==> config.mk <==
export PLATFORM = sky130hd
export DESIGN_NAME = riscv_multicycle_ctrl_flat
export DESIGN_NICKNAME = d
export VERILOG_FILES = /design/src/rtl/riscv_ctrl_pkg.sv /design/src/rtl/riscv_multicycle_ctrl_if.sv /design/src/rtl/alu_op_decoder.sv /design/src/rtl/riscv_multicycle_ctrl.sv /design/src/flat_wrapper.sv
export SDC_FILE = /design/constraint.sdc
export NUM_CORES = 1
export LEC_CHECK = 0
export ABC_AREA = 1
export ABC_CLOCK_PERIOD_IN_PS = 2900
export CAP_MARGIN = 20
export CORE_MARGIN = 2
export CORE_UTILIZATION = 35
export DETAILED_ROUTE_END_ITERATION = 6
export MAX_ROUTING_LAYER = met4
export RECOVER_POWER = 100
export SKIP_CTS_REPAIR_TIMING = 1
export SLEW_MARGIN = 10
export SYNTH_ARGS = -nofsm -noshare
export SYNTH_HDL_FRONTEND = slang
export SYNTH_SLANG_ARGS = --single-unit
export TNS_END_PERCENT = 20
==> constraint.sdc <==
create_clock -name clk -period 2.9 [get_ports clk]
set_input_delay 0.29 -clock clk [delete_from_list [all_inputs] [get_ports clk]]
set_output_delay 0.29 -clock clk [all_outputs]
set_load 0.05 [all_outputs]
==> src/rtl/riscv_ctrl_pkg.sv <==
// Shared encodings for the multi-cycle RV32I controller: ALU opcodes, FSM states,
// major opcodes and datapath mux selects.
package riscv_ctrl_pkg;

   localparam logic [3:0] ALU_AND = 4'b0000;
   localparam logic [3:0] ALU_OR  = 4'b0001;
   localparam logic [3:0] ALU_ADD = 4'b0010;
   localparam logic [3:0] ALU_SLL = 4'b0011;
   localparam logic [3:0] ALU_SLT = 4'b0100;
   localparam logic [3:0] ALU_SRL = 4'b0101;
   localparam logic [3:0] ALU_SUB = 4'b0110;
   localparam logic [3:0] ALU_SRA = 4'b0111;
   localparam logic [3:0] ALU_XOR = 4'b1000;
   localparam logic [3:0] ALU_BNE = 4'b1001;
   localparam logic [3:0] ALU_BEQ = 4'b1010;
   localparam logic [3:0] ALU_BLT = 4'b1011;
   localparam logic [3:0] ALU_BGE = 4'b1100;
   localparam logic [3:0] ALU_LUI = 4'b1101;

   typedef enum logic [3:0] {
      S_FETCH, S_DECODE, S_MEMADR, S_MEMRD, S_MEMWB, S_MEMWR, S_EXEC_R,
      S_EXEC_I, S_ALUWB, S_BRANCH, S_JAL, S_LUI_ST, S_TRAP
   } state_t;

   localparam logic [6:0] OP_LOAD   = 7'b0000011;
   localparam logic [6:0] OP_STORE  = 7'b0100011;
   localparam logic [6:0] OP_R      = 7'b0110011;
   localparam logic [6:0] OP_I      = 7'b0010011;
   localparam logic [6:0] OP_BRANCH = 7'b1100011;
   localparam logic [6:0] OP_JAL    = 7'b1101111;
   localparam logic [6:0] OP_LUI    = 7'b0110111;

   localparam logic [2:0] IMM_I = 3'b000;
   localparam logic [2:0] IMM_S = 3'b001;
   localparam logic [2:0] IMM_B = 3'b010;
   localparam logic [2:0] IMM_J = 3'b011;
   localparam logic [2:0] IMM_U = 3'b100;

   localparam logic [1:0] RES_ALUOUT = 2'b00;
   localparam logic [1:0] RES_DATA   = 2'b01;
   localparam logic [1:0] RES_ALU    = 2'b10;

   localparam logic [1:0] SRCA_PC    = 2'b00;
   localparam logic [1:0] SRCA_OLDPC = 2'b01;
   localparam logic [1:0] SRCA_RS1   = 2'b10;

   localparam logic [1:0] SRCB_RS2   = 2'b00;
   localparam logic [1:0] SRCB_IMM   = 2'b01;
   localparam logic [1:0] SRCB_4     = 2'b10;

endpackage

==> src/rtl/riscv_multicycle_ctrl_if.sv <==
// Controller <-> datapath bundle: IR, memory handshake, ALU flags in; mux selects and enables out.
interface riscv_multicycle_ctrl_if #(
   parameter int WIDTH = 32,
   parameter int CNT_W = 32
);
   logic [WIDTH-1:0] instr;
   logic             mem_ready;
   logic             Equal;
   logic             NEqual;
   logic             Less_Than;
   logic             Greater_Equal;
   logic [3:0]       alu_op;
   logic [1:0]       alu_src_a;
   logic [1:0]       alu_src_b;
   logic [2:0]       imm_src;
   logic [1:0]       result_src;
   logic             adr_src;
   logic             mem_read;
   logic             mem_write;
   logic             ir_write;
   logic             pc_write;
   logic             reg_write;
   logic             illegal;
   logic [CNT_W-1:0] retired;

   modport master (
      input  instr, mem_ready, Equal, NEqual, Less_Than, Greater_Equal,
      output alu_op, alu_src_a, alu_src_b, imm_src, result_src, adr_src,
             mem_read, mem_write, ir_write, pc_write, reg_write, illegal, retired
   );

   modport slave (
      output instr, mem_ready, Equal, NEqual, Less_Than, Greater_Equal,
      input  alu_op, alu_src_a, alu_src_b, imm_src, result_src, adr_src,
             mem_read, mem_write, ir_write, pc_write, reg_write, illegal, retired
   );
endinterface

==> src/rtl/alu_op_decoder.sv <==
// Maps funct3/funct7[5] to the 4-bit ALU opcode for R/I arithmetic and branch compares.
module alu_op_decoder (
   input  logic       i_is_r,
   input  logic       i_is_branch,
   input  logic [2:0] i_funct3,
   input  logic       i_funct7_5,
   output logic [3:0] o_alu_op,
   output logic       o_valid
);
   import riscv_ctrl_pkg::*;

   always_comb begin
      o_alu_op = ALU_ADD;
      o_valid  = 1'b1;
      if (i_is_branch) begin
         case (i_funct3)
            3'b000:  o_alu_op = ALU_BEQ;
            3'b001:  o_alu_op = ALU_BNE;
            3'b100:  o_alu_op = ALU_BLT;
            3'b101:  o_alu_op = ALU_BGE;
            default: o_valid  = 1'b0;
         endcase
      end else begin
         // funct7[5] only selects SUB for register-register; for addi it is an immediate bit
         case (i_funct3)
            3'b000:  o_alu_op = (i_is_r && i_funct7_5) ? ALU_SUB : ALU_ADD;
            3'b001:  o_alu_op = ALU_SLL;
            3'b010:  o_alu_op = ALU_SLT;
            3'b100:  o_alu_op = ALU_XOR;
            3'b101:  o_alu_op = i_funct7_5 ? ALU_SRA : ALU_SRL;
            3'b110:  o_alu_op = ALU_OR;
            3'b111:  o_alu_op = ALU_AND;
            default: o_valid  = 1'b0;
         endcase
      end
   end
endmodule

==> src/rtl/riscv_multicycle_ctrl.sv <==
// Multi-cycle RV32I control FSM driving datapath muxes, enables and the ALU opcode.
// States: FETCH ifetch | DECODE branch target | MEMADR/MEMRD/MEMWB/MEMWR load-store | EXEC_R/EXEC_I alu
//         | ALUWB rd write | BRANCH compare | JAL link | LUI_ST upper imm | TRAP dead until reset
module riscv_multicycle_ctrl #(
   parameter int WIDTH = 32,
   parameter int CNT_W = 32
) (
   input logic                     clk,
   input logic                     rst,
   riscv_multicycle_ctrl_if.master bus
);
   import riscv_ctrl_pkg::*;

   state_t           r_state;
   state_t           w_next;
   logic [CNT_W-1:0] r_retired;
   logic             r_illegal;
   logic [WIDTH-1:0] w_instr;
   logic [6:0]       w_opcode;
   logic [2:0]       w_funct3;
   logic             w_funct7_5;
   logic             w_is_r;
   logic             w_is_branch;
   logic [3:0]       w_dec_op;
   logic             w_dec_valid;
   logic             w_flag;
   logic             w_unused_instr;

   assign w_instr        = bus.instr;
   assign w_opcode       = w_instr[6:0];
   assign w_funct3       = w_instr[14:12];
   assign w_funct7_5     = w_instr[30];
   assign w_unused_instr = ^{w_instr[WIDTH-1:31], w_instr[29:15], w_instr[11:7]};
   assign w_is_r         = (r_state == S_EXEC_R);
   assign w_is_branch    = (r_state == S_BRANCH);

   alu_op_decoder u_alu_op_decoder (
      .i_is_r      (w_is_r),
      .i_is_branch (w_is_branch),
      .i_funct3    (w_funct3),
      .i_funct7_5  (w_funct7_5),
      .o_alu_op    (w_dec_op),
      .o_valid     (w_dec_valid)
   );

   always_comb begin
      case (w_funct3)
         3'b000:  w_flag = bus.Equal;
         3'b001:  w_flag = bus.NEqual;
         3'b100:  w_flag = bus.Less_Than;
         3'b101:  w_flag = bus.Greater_Equal;
         default: w_flag = 1'b0;
      endcase
   end

   always_ff @(posedge clk or posedge rst) begin
      if (rst) begin
         r_state   <= S_FETCH;
         r_retired <= '0;
         r_illegal <= 1'b0;
      end else begin
         r_state <= w_next;
         // FETCH only self-loops and TRAP never exits, so any other entry to FETCH is a retirement
         if (w_next == S_FETCH && r_state != S_FETCH) r_retired <= r_retired + CNT_W'(1);
         if (w_next == S_TRAP) r_illegal <= 1'b1;
      end
   end

   always_comb begin
      w_next         = r_state;
      bus.alu_op     = ALU_ADD;
      bus.alu_src_a  = SRCA_PC;
      bus.alu_src_b  = SRCB_RS2;
      bus.imm_src    = IMM_I;
      bus.result_src = RES_ALUOUT;
      bus.adr_src    = 1'b0;
      bus.mem_read   = 1'b0;
      bus.mem_write  = 1'b0;
      bus.ir_write   = 1'b0;
      bus.pc_write   = 1'b0;
      bus.reg_write  = 1'b0;
      case (r_state)
         S_FETCH: begin
            bus.mem_read = 1'b1;
            if (bus.mem_ready) begin
               bus.ir_write   = 1'b1;
               bus.pc_write   = 1'b1;
               bus.alu_src_b  = SRCB_4;
               bus.result_src = RES_ALU;
               w_next         = S_DECODE;
            end
         end
         S_DECODE: begin
            bus.alu_src_a = SRCA_OLDPC;
            bus.alu_src_b = SRCB_IMM;
            bus.imm_src   = IMM_B;
            case (w_opcode)
               OP_LOAD, OP_STORE: w_next = S_MEMADR;
               OP_R:              w_next = S_EXEC_R;
               OP_I:              w_next = S_EXEC_I;
               OP_BRANCH:         w_next = S_BRANCH;
               OP_JAL:            w_next = S_JAL;
               OP_LUI:            w_next = S_LUI_ST;
               default:           w_next = S_TRAP;
            endcase
         end
         S_MEMADR: begin
            bus.alu_src_a = SRCA_RS1;
            bus.alu_src_b = SRCB_IMM;
            bus.imm_src   = (w_opcode == OP_STORE) ? IMM_S : IMM_I;
            w_next        = (w_opcode == OP_STORE) ? S_MEMWR : S_MEMRD;
         end
         S_MEMRD: begin
            bus.adr_src  = 1'b1;
            bus.mem_read = 1'b1;
            if (bus.mem_ready) w_next = S_MEMWB;
         end
         S_MEMWB: begin
            bus.result_src = RES_DATA;
            bus.reg_write  = 1'b1;
            w_next         = S_FETCH;
         end
         S_MEMWR: begin
            bus.adr_src   = 1'b1;
            bus.mem_write = 1'b1;
            if (bus.mem_ready) w_next = S_FETCH;
         end
         S_EXEC_R, S_EXEC_I: begin
            bus.alu_src_a = SRCA_RS1;
            bus.alu_src_b = (r_state == S_EXEC_I) ? SRCB_IMM : SRCB_RS2;
            bus.alu_op    = w_dec_op;
            w_next        = w_dec_valid ? S_ALUWB : S_TRAP;
         end
         S_ALUWB: begin
            bus.reg_write = 1'b1;
            w_next        = S_FETCH;
         end
         S_BRANCH: begin
            bus.alu_src_a = SRCA_RS1;
            bus.alu_op    = w_dec_op;
            bus.pc_write  = w_flag & w_dec_valid;
            w_next        = w_dec_valid ? S_FETCH : S_TRAP;
         end
         S_JAL: begin
            bus.alu_src_a = SRCA_OLDPC;
            bus.alu_src_b = SRCB_4;
            bus.pc_write  = 1'b1;
            w_next        = S_ALUWB;
         end
         S_LUI_ST: begin
            bus.alu_src_b = SRCB_IMM;
            bus.imm_src   = IMM_U;
            bus.alu_op    = ALU_LUI;
            w_next        = S_ALUWB;
         end
         S_TRAP:  w_next = S_TRAP;
         default: w_next = S_FETCH;
      endcase
      if (rst) begin
         bus.alu_op     = ALU_ADD;
         bus.alu_src_a  = '0;
         bus.alu_src_b  = '0;
         bus.imm_src    = '0;
         bus.result_src = '0;
         bus.adr_src    = 1'b0;
         bus.mem_read   = 1'b0;
         bus.mem_write  = 1'b0;
         bus.ir_write   = 1'b0;
         bus.pc_write   = 1'b0;
         bus.reg_write  = 1'b0;
      end
   end

   assign bus.illegal = r_illegal;
   assign bus.retired = r_retired;

endmodule
==> src/flat_wrapper.sv <==
// flat-port wrapper written by rule: the top's interface ports become plain ports
module riscv_multicycle_ctrl_flat import riscv_ctrl_pkg::*;
#(
   parameter int WIDTH = 32,
   parameter int CNT_W = 32
)
  (clk, rst, bus_instr, bus_mem_ready, bus_Equal, bus_NEqual, bus_Less_Than, bus_Greater_Equal, bus_alu_op, bus_alu_src_a, bus_alu_src_b, bus_imm_src, bus_result_src, bus_adr_src, bus_mem_read, bus_mem_write, bus_ir_write, bus_pc_write, bus_reg_write, bus_illegal, bus_retired);
  riscv_multicycle_ctrl_if #(.WIDTH(WIDTH), .CNT_W(CNT_W)) bus_i ();
  input logic clk;
  input logic rst;
  input wire logic [$bits(bus_i.instr)-1:0] bus_instr;
  input wire logic [$bits(bus_i.mem_ready)-1:0] bus_mem_ready;
  input wire logic [$bits(bus_i.Equal)-1:0] bus_Equal;
  input wire logic [$bits(bus_i.NEqual)-1:0] bus_NEqual;
  input wire logic [$bits(bus_i.Less_Than)-1:0] bus_Less_Than;
  input wire logic [$bits(bus_i.Greater_Equal)-1:0] bus_Greater_Equal;
  output wire logic [$bits(bus_i.alu_op)-1:0] bus_alu_op;
  output wire logic [$bits(bus_i.alu_src_a)-1:0] bus_alu_src_a;
  output wire logic [$bits(bus_i.alu_src_b)-1:0] bus_alu_src_b;
  output wire logic [$bits(bus_i.imm_src)-1:0] bus_imm_src;
  output wire logic [$bits(bus_i.result_src)-1:0] bus_result_src;
  output wire logic [$bits(bus_i.adr_src)-1:0] bus_adr_src;
  output wire logic [$bits(bus_i.mem_read)-1:0] bus_mem_read;
  output wire logic [$bits(bus_i.mem_write)-1:0] bus_mem_write;
  output wire logic [$bits(bus_i.ir_write)-1:0] bus_ir_write;
  output wire logic [$bits(bus_i.pc_write)-1:0] bus_pc_write;
  output wire logic [$bits(bus_i.reg_write)-1:0] bus_reg_write;
  output wire logic [$bits(bus_i.illegal)-1:0] bus_illegal;
  output wire logic [$bits(bus_i.retired)-1:0] bus_retired;
  assign bus_i.instr = bus_instr;
  assign bus_i.mem_ready = bus_mem_ready;
  assign bus_i.Equal = bus_Equal;
  assign bus_i.NEqual = bus_NEqual;
  assign bus_i.Less_Than = bus_Less_Than;
  assign bus_i.Greater_Equal = bus_Greater_Equal;
  assign bus_alu_op = bus_i.alu_op;
  assign bus_alu_src_a = bus_i.alu_src_a;
  assign bus_alu_src_b = bus_i.alu_src_b;
  assign bus_imm_src = bus_i.imm_src;
  assign bus_result_src = bus_i.result_src;
  assign bus_adr_src = bus_i.adr_src;
  assign bus_mem_read = bus_i.mem_read;
  assign bus_mem_write = bus_i.mem_write;
  assign bus_ir_write = bus_i.ir_write;
  assign bus_pc_write = bus_i.pc_write;
  assign bus_reg_write = bus_i.reg_write;
  assign bus_illegal = bus_i.illegal;
  assign bus_retired = bus_i.retired;
  riscv_multicycle_ctrl #(.WIDTH(WIDTH), .CNT_W(CNT_W)) u_core (.clk(clk), .rst(rst), .bus(bus_i));
endmodule
==> metrics.log, run 1 <==
INFO  metric worst-r2r-cell-count = 11
INFO  metric fin_crit_sh = 0.951
INFO  metric critical_path.slowest_cell = sky130_fd_sc_hd__clkdlybuf4s50_1
INFO  metric holdPathEnd = u_core.bus.illegal
INFO  metric num-nets-final = 553
INFO  metric timing_hold_violations_final = 0
INFO  metric route.antenna.remaining_nets = 0
INFO  metric n_antenna_cell = 0
INFO  metric result_of_the_run = finished, final reports clean
INFO  metric gr-total-overflow = 0
INFO  metric syn_nets = 485
INFO  metric top_layer_used = met4
INFO  metric grt_util_all_layers = 0.180
INFO  metric critical-path-max-stage-delay = ~0.83 ns
INFO  metric number_of_synthesized_register_bits = 37
INFO  metric port_buffers = slightly below 70
INFO  metric post_route_cells_drive_above_1_share = 0.0468
INFO  metric setup_violations = 0
INFO  metric min_from = u_core.bus.illegal
INFO  metric drt_pass1_iterations = 4
INFO  metric clock_sink_count = 37
INFO  metric slew-limit-headroom = 0.372
INFO  metric vdd.ir_drop.worst = between 0.7 and 0.8 mV
INFO  metric post_drt_via_cell_ratio = between 4 and 5
INFO  metric initial_utilization = 0.367
INFO  metric post_synth_instance_area = approximately 0.0029 sq mm
INFO  metric top_level_ports = ~90
INFO  metric highest_clock_rate = around 360 MHz
INFO  metric area_growth_syn_to_layout = 28.5%
INFO  metric post-route-worst-setup-slack = ~0.14 ns
INFO  metric tritoncts = yes
INFO  metric total_net_switching_power = about 0.0011 W
INFO  metric timing_worst_slew_pin_value = about 0.94 ns
INFO  metric met2RoutedLength = between 3 and 4 mm
INFO  metric path_max_fanout = 6
INFO  metric placedInstanceArea = 0.00363 sq mm
INFO  metric min_path_cells = 1
INFO  metric swShare = 0.518
INFO  metric p_seq_frac = 0.290
INFO  metric synthDistinctLibCells = 33
INFO  metric synth-edff-count = 0
INFO  metric first_iter_violations = 170
INFO  metric syn_area_per_cell = approximately 6.4 sq um
INFO  metric number_of_stages_on_the_worst_setup_path = 8
INFO  metric clock-skew-final = 0.00608 ns
INFO  metric critical_path.top_delay_family = buffers and inverters
INFO  metric grt_max_degree = 38
INFO  metric critical_path.reg2reg.startpoint = u_core.r_state[1]
INFO  metric worst_setup_hold_path_clk_slew = roughly 0.070 ns
INFO  metric grt_first_pass_wirelength = 12.4 mm
INFO  metric wirelength = approximately 7.6 mm
INFO  metric hp-class = flip-flop to flip-flop
INFO  metric die_width = 94.4 um
INFO  metric met3WireLength = around 400 um
INFO  metric slew_violations = 0
INFO  metric drv.max_cap_violation_count = 0
INFO  metric core.rowCount = 32
INFO  metric remaining_drc_errors = 0
INFO  metric h-tree-depth = 2
INFO  metric yosys-top-cells-area = sky130_fd_sc_hd__dfrtp_1 (32%), sky130_fd_sc_hd__nand2_1 (21%), sky130_fd_sc_hd__nand3_1 (9.8%)
INFO  metric postLayoutCellArea = approximately 0.0037 sq mm
INFO  metric power.leakage = roughly 2 nW
INFO  metric clock_tree.buffer_depth = 2
INFO  metric cp_cell_instances = inv_1 > nand2_1 > nor2_2 > nor2_1 > inv_1 > o21ai_0 > o21ai_0 > clkdlybuf4s50_1
INFO  metric detailedPlacementHpwl = ~5.6 mm
INFO  metric antenna_found_initial = 0
INFO  metric worstSetupPathType = flip-flop to primary output
INFO  metric vias = approximately 3000
INFO  metric yosysWarningCount = 0
INFO  metric pwr-share-clk = 0.170
INFO  metric cts-root-buf = sky130_fd_sc_hd__clkbuf_8
INFO  metric postSynth.topFlopCell = sky130_fd_sc_hd__dfrtp_1
INFO  metric tmin_final = about 2.8 ns
INFO  metric power.share.combinational = 0.540
INFO  metric grt_setup_unrepaired = no
INFO  metric drt-met1-wl = between 3 and 4 mm
INFO  metric post-route-util = 0.471
INFO  metric synth-seq-area-share = 0.323
INFO  metric cts-buffers-inserted = 5
INFO  metric crit_arrival = 2.47 ns
INFO  metric reg2reg_slack = between 0.5 and 0.6 ns
INFO  metric route.detailed.wl_per_inst = between 10 and 15 um
INFO  metric ys_async_sr_fraction = 1.00
INFO  metric globalplace.congestion = 0.827
INFO  metric setup_tns = 0 ns
INFO  metric grt_pass1_vias = 2606
INFO  metric power-per-cell-area = 585 mW/mm^2
INFO  metric yosys.area.top_type = sky130_fd_sc_hd__dfrtp_1
INFO  metric yosys-top-cells-count = sky130_fd_sc_hd__nand2_1 (157), sky130_fd_sc_hd__nand3_1 (56), sky130_fd_sc_hd__nor2_1 (53)
INFO  metric startpoint_type = flip-flop
INFO  metric post-place-ws = approximately 0.38 ns
INFO  metric internal_power = just over 0.001 W
INFO  metric coreArea = 0.00781 sq mm
INFO  metric worst_skew_pair.late_latency = 0.29 ns
INFO  metric whs = just over 0.5 ns
INFO  metric synthMostInstantiatedCell = sky130_fd_sc_hd__nand2_1
INFO  metric netlist_instances = between 400 and 500
INFO  metric r2r-end = u_core.bus.retired[17]
INFO  metric setup.worst_path.start = u_core.r_state[1]
INFO  metric critPathRequiredTime = between 2 and 3 ns
INFO  metric die_h = 94.4 um
INFO  metric endpoint_kind = primary output
INFO  metric critical_path.n_buffers_inverters = 3
INFO  metric synth_top_area_share = 0.323
INFO  metric fp.dieArea = 0.00892 sq mm
[worst max path at each step]
stage | slack, ns | end
floorplan | 0.51 | bus_alu_op[1]
global placement | 0.39 | bus_alu_src_b[1]
detailed placement | 0.38 | bus_alu_src_b[1]
CTS | 0.16 | bus_alu_src_b[1]
global route | 0.02 | bus_alu_src_b[1]
finish | 0.14 | bus_alu_op[1]
[power by group through the flow]
stage / clock network [W] / registers, W / logic, W
after global routing: 0.000403 / 0.000634 / 0.00126
after CTS: 0.000377 / 0.000626 / 0.00122
after detailed placement: 0 / 0.000636 / 0.00122
after floorplan: 0 / 0.000708 / 0.000912
final: 0.000366 / 0.000625 / 0.00116
after global placement: 0 / 0.000634 / 0.00121
[layout by cell type, fill, tap and decap left out, types with 9 or more instances in the layout]
cell,n
sky130_fd_sc_hd__dlygate4sd3_1,49
sky130_fd_sc_hd__nor3_1,9
sky130_fd_sc_hd__nand3_1,56
sky130_fd_sc_hd__xnor2_1,9
sky130_fd_sc_hd__dfrtp_1,37
sky130_fd_sc_hd__xor2_1,15
sky130_fd_sc_hd__inv_1,45
sky130_fd_sc_hd__clkdlybuf4s50_1,17
sky130_fd_sc_hd__nand2_1,157
sky130_fd_sc_hd__nor2_1,53
sky130_fd_sc_hd__a21oi_1,10
[worst reg2reg max path, stage by stage, from the launching register on]
cell and delay (ns):
sky130_fd_sc_hd__dfrtp_1 0.44, sky130_fd_sc_hd__inv_1 0.08, sky130_fd_sc_hd__nand2_1 0.11, sky130_fd_sc_hd__nor2_2 0.09, sky130_fd_sc_hd__nand2_2 0.10, sky130_fd_sc_hd__nand2_1 0.06
sky130_fd_sc_hd__nor2_1 0.10, sky130_fd_sc_hd__nand3_1 0.09, sky130_fd_sc_hd__a21oi_1 0.30, sky130_fd_sc_hd__clkbuf_2 0.62, sky130_fd_sc_hd__nand3_1 0.17, sky130_fd_sc_hd__nand2_1 0.10
[cell type report]
type | count | area [sq um]
Clock buffer | 7 | 86.3
Tap cell | 102 | 128
Inverter | 47 | 176
Fill cell | 829 | 4130
Multi-Input combinational cell | 349 | 1660
Timing Repair Buffer | 73 | 701
Sequential cell | 37 | 926
[registers in the layout, summed over array words and instances (netlist names)]
register,cells
u_core.bus.retired,32
u_core.r_state,4
u_core.bus.illegal,1
[logic make-up after synthesis]
family,after synthesis,synth area share
XOR/XNOR,24,0.0734
flip-flops,37,0.323
buffers and inverters,59,0.0922
AO/OA/AOI/OAI,26,0.0581
AND/OR/NAND/NOR,298,0.448
adder cells (fa/ha/maj),1,0.00437
[stage by stage]
step,instances,total power (W)
final,615,0.00215
after global routing,615,0.00230
after CTS,615,0.00222
after detailed placement,608,0.00185
after global placement,608,0.00184
after floorplan,445,0.00162
[routing by layer]
layer / up-vias / GRT usage
met5: - / -
met4: 0 / 0.0362
met3: 6 / 0.0319
met1: 1330 / 0.268
li1: 1548 / -
met2: 63 / 0.258
(Power assumes the default switching activity.)
==> inputs of run 2 (changes only) <==
==> constraint.sdc (replaced) <==
create_clock -name clk -period 2.9 [get_ports clk]
set_input_delay 0.29 -clock clk [delete_from_list [all_inputs] [get_ports clk]]
set_output_delay 0.29 -clock clk [all_outputs]
set_load 0.02 [all_outputs]
==> metrics.log, run 2 (synthesized netlist as in run 1, its figures left out) <==
INFO  metric first_iter_violations = 164 (was 170)
INFO  metric post_route_cells_drive_above_1_share = 0.0428 (was 0.0468)
INFO  metric result_of_the_run = finished, final reports clean (unchanged)
INFO  metric pwr-share-clk = 0.174 (was 0.170)
INFO  metric startpoint_type = flip-flop (unchanged)
INFO  metric post_drt_via_cell_ratio = 4.77 (was 4.79)
INFO  metric most-common-layout-cells = sky130_fd_sc_hd__nand2_1 (157), sky130_fd_sc_hd__nand3_1 (56), sky130_fd_sc_hd__nor2_1 (53), sky130_fd_sc_hd__dlygate4sd3_1 (53), sky130_fd_sc_hd__inv_1 (45) (was sky130_fd_sc_hd__nand2_1 (157), sky130_fd_sc_hd__nand3_1 (56), sky130_fd_sc_hd__nor2_1 (53))
INFO  metric total_net_switching_power = 0.000960 W (was 0.00112 W)
INFO  metric holdPathEnd = u_core.bus.illegal (unchanged)
INFO  metric post-place-ws = 0.470 ns (was 0.378 ns)
INFO  metric crit_arrival = 2.31 ns (was 2.47 ns)
INFO  metric antenna_found_initial = 0 (unchanged)
INFO  metric internal_power = 0.00102 W (was 0.00104 W)
INFO  metric core.rowCount = 32 (unchanged)
INFO  metric detailedPlacementHpwl = 5.66 mm (was 5.61 mm)
INFO  metric remaining_drc_errors = 0 (unchanged)
INFO  metric final.fill_count = 826 (was 829)
INFO  metric setup_violations = 0 (unchanged)
INFO  metric endpoint_kind = primary output (unchanged)
INFO  metric grt_setup_unrepaired = no (unchanged)
INFO  metric critical_path.top_delay_family = buffers and inverters (unchanged)
INFO  metric slew_violations = 0 (unchanged)
INFO  metric commonest_non_fill_non_tap_cell_in_the_layout = sky130_fd_sc_hd__nand2_1 (unchanged)
INFO  metric r2r-end = u_core.bus.retired[4] (was u_core.bus.retired[17])
INFO  metric clock-skew-final = 0.00452 ns (was 0.00608 ns)
INFO  metric p_seq_frac = 0.315 (was 0.290)
INFO  metric route.detailed.wl_per_inst = 12.2 um (was 12.3 um)
INFO  metric min_from = u_core.bus.illegal (unchanged)
INFO  metric power.share.combinational = 0.510 (was 0.540)
INFO  metric min_path_cells = 1 (unchanged)
INFO  metric h-tree-depth = 2 (unchanged)
INFO  metric port_buffers = 69 (unchanged)
INFO  metric critical_path.n_buffers_inverters = 2 (was 3)
INFO  metric grt_max_degree = 38 (unchanged)
INFO  metric drt_pass1_iterations = 4 (unchanged)
INFO  metric path_max_fanout = 6 (unchanged)
INFO  metric power.leakage = 1.96 nW (about the same)
INFO  metric power-per-cell-area = 537 mW/mm^2 (was 585 mW/mm^2)
INFO  metric fp.dieArea = 0.00892 sq mm (unchanged)
INFO  metric wirelength = 7.50 mm (was 7.56 mm)
INFO  metric swShare = 0.484 (was 0.518)
INFO  metric worstSetupPathType = flip-flop to primary output (unchanged)
INFO  metric worst-r2r-cell-count = 10 (was 11)
INFO  metric place.detailed.instances = 608 (unchanged)
INFO  metric grt_first_pass_wirelength = 12.8 mm (was 12.4 mm)
INFO  metric globalplace.congestion = 0.820 (was 0.827)
INFO  metric worst_setup_hold_path_clk_slew = 0.07 ns (about the same)
INFO  metric vdd.ir_drop.worst = 0.593 mV (was 0.715 mV)
INFO  metric highest_clock_rate = 385 MHz (was 363 MHz)
INFO  metric die_h = 94.4 um (unchanged)
INFO  metric grt_util_all_layers = 0.183 (was 0.180)
INFO  metric n_antenna_cell = 0 (unchanged)
INFO  metric total_power = 0.00198 W (was 0.00215 W)
INFO  metric reg2reg_slack = 0.60 ns (was 0.59 ns)
INFO  metric num-nets-final = 553 (unchanged)
INFO  metric critPathRequiredTime = 2.61 ns (about the same)
INFO  metric hp-class = flip-flop to flip-flop (unchanged)
INFO  metric clock_sink_count = 37 (unchanged)
INFO  metric die_width = 94.4 um (unchanged)
INFO  metric vias = 2941 (was 2947)
INFO  metric critical-path-max-stage-delay = 0.66 ns (was 0.83 ns)
INFO  metric cts-buffers-inserted = 5 (unchanged)
INFO  metric critical_path.slowest_cell = sky130_fd_sc_hd__dlygate4sd3_1 (was sky130_fd_sc_hd__clkdlybuf4s50_1)
INFO  metric grt_pass1_vias = 2720 (was 2606)
INFO  metric post-route-worst-setup-slack = 0.301 ns (was 0.143 ns)
INFO  metric instances_no_fill = 616 (was 615)
INFO  metric gr-total-overflow = 0 (unchanged)
INFO  metric slew-limit-headroom = 0.373 (was 0.372)
INFO  metric worst_skew_pair.late_latency = 0.29 ns (about the same)
INFO  metric clock_tree.buffer_depth = 2 (unchanged)
INFO  metric cp_cell_instances = nor2_4 > nand2_1 > nor2_1 > inv_1 > a21oi_1 > a31o_2 > dlygate4sd3_1 (was inv_1 > nand2_1 > nor2_2 > nor2_1 > inv_1 > o21ai_0 > o21ai_0 > clkdlybuf4s50_1)
INFO  metric largest_reg_flops = 32 (unchanged)
INFO  metric initial_utilization = 0.367 (unchanged)
INFO  metric critical_path.reg2reg.startpoint = u_core.r_state[3] (was u_core.r_state[1])
INFO  metric cts-root-buf = sky130_fd_sc_hd__clkbuf_8 (unchanged)
INFO  metric timing_worst_slew_pin_value = 0.940 ns (was 0.943 ns)
INFO  metric tritoncts = yes (unchanged)
INFO  metric setup_tns = 0 ns (unchanged)
INFO  metric timing_hold_violations_final = 0 (unchanged)
INFO  metric drv.max_cap_violation_count = 0 (unchanged)
INFO  metric coreArea = 0.00781 sq mm (unchanged)
INFO  metric route.antenna.remaining_nets = 0 (unchanged)
INFO  metric area_growth_syn_to_layout = 28.8% (was 28.5%)
INFO  metric tmin_final = 2.60 ns (was 2.76 ns)
INFO  metric top_level_ports = 91 (unchanged)
INFO  metric fin_crit_sh = 0.896 (was 0.951)
==> run 2: cell count changes in the layout (fill, tap and decap cells not counted) <==
| cell | delta |
|---|---|
| sky130_fd_sc_hd__buf_4 | -1 |
| sky130_fd_sc_hd__clkbuf_8 | -1 |
| sky130_fd_sc_hd__clkdlybuf4s50_1 | -1 |
| sky130_fd_sc_hd__dlygate4sd3_1 | +4 |
==> run 2: per-stage QoR <==
step	area [sq um]	utilization	hold slack (ns)
after floorplan	2860	-	0.519
after global placement	3620	0.464	0.502
after detailed placement	3620	0.464	0.498
after CTS	3700	0.474	0.514
after global routing	3690	0.472	0.541
final	3690	0.472	0.505
==> run 2: power by group through the flow <==
stage,sequential (W),clock (W),combinational (W)
floorplan,0.000653,0,0.000816
global placement,0.000634,0,0.00105
detailed placement,0.000634,0,0.00106
CTS,0.000626,0.000355,0.00106
global route,0.000636,0.000377,0.00111
finish,0.000625,0.000345,0.00101
==> run 2: worst register-to-register path, stage by stage, from the launching register on <==
cell and delay (ns):
sky130_fd_sc_hd__dfrtp_1 0.45, sky130_fd_sc_hd__inv_1 0.10, sky130_fd_sc_hd__nor2_1 0.05, sky130_fd_sc_hd__nand2_1 0.13, sky130_fd_sc_hd__o21ai_0 0.11, sky130_fd_sc_hd__nand3_1 0.10
sky130_fd_sc_hd__nand3_1 0.10, sky130_fd_sc_hd__a21oi_1 0.30, sky130_fd_sc_hd__clkbuf_2 0.63, sky130_fd_sc_hd__nand3_1 0.17, sky130_fd_sc_hd__nand2_1 0.10
==> run 2: worst max-delay path by stage <==
stage                       from            end  depth (start not counted)
3_3_place_gp       bus_instr[13]   bus_pc_write                          8
5_1_grt        u_core.r_state[1]  bus_alu_op[2]                          8
2_1_floorplan                rst   bus_pc_write                          3
4_1_cts        u_core.r_state[2]   bus_pc_write                          7
6_report       u_core.r_state[2]   bus_pc_write                          7
3_5_place_dp       bus_instr[13]  bus_alu_op[0]                          7
==> run 2: cell type report <==
| cell class | count | area [sq um] | share of cell area |
|---|---|---|---|
| well taps | 102 | 128 | 0.0346 |
| repair buffers | 73 | 716 | 0.194 |
| clock buffers | 8 | 80.1 | 0.0217 |
| flip-flops and latches | 37 | 926 | 0.251 |
| multi-input cells | 349 | 1660 | 0.451 |
| inverters | 47 | 176 | 0.0478 |
==> run 2: layer usage <==
| layer | track usage | routed length, um | vias up |
|---|---|---|---|
| li1 | - | - | 1553 |
| met1 | 0.269 | 3890 | 1320 |
| met4 | 0.0362 | 63 | 0 |
| met2 | 0.265 | 3200 | 61 |
| met5 | - | 0 | - |
| met3 | 0.0327 | 350 | 7 |
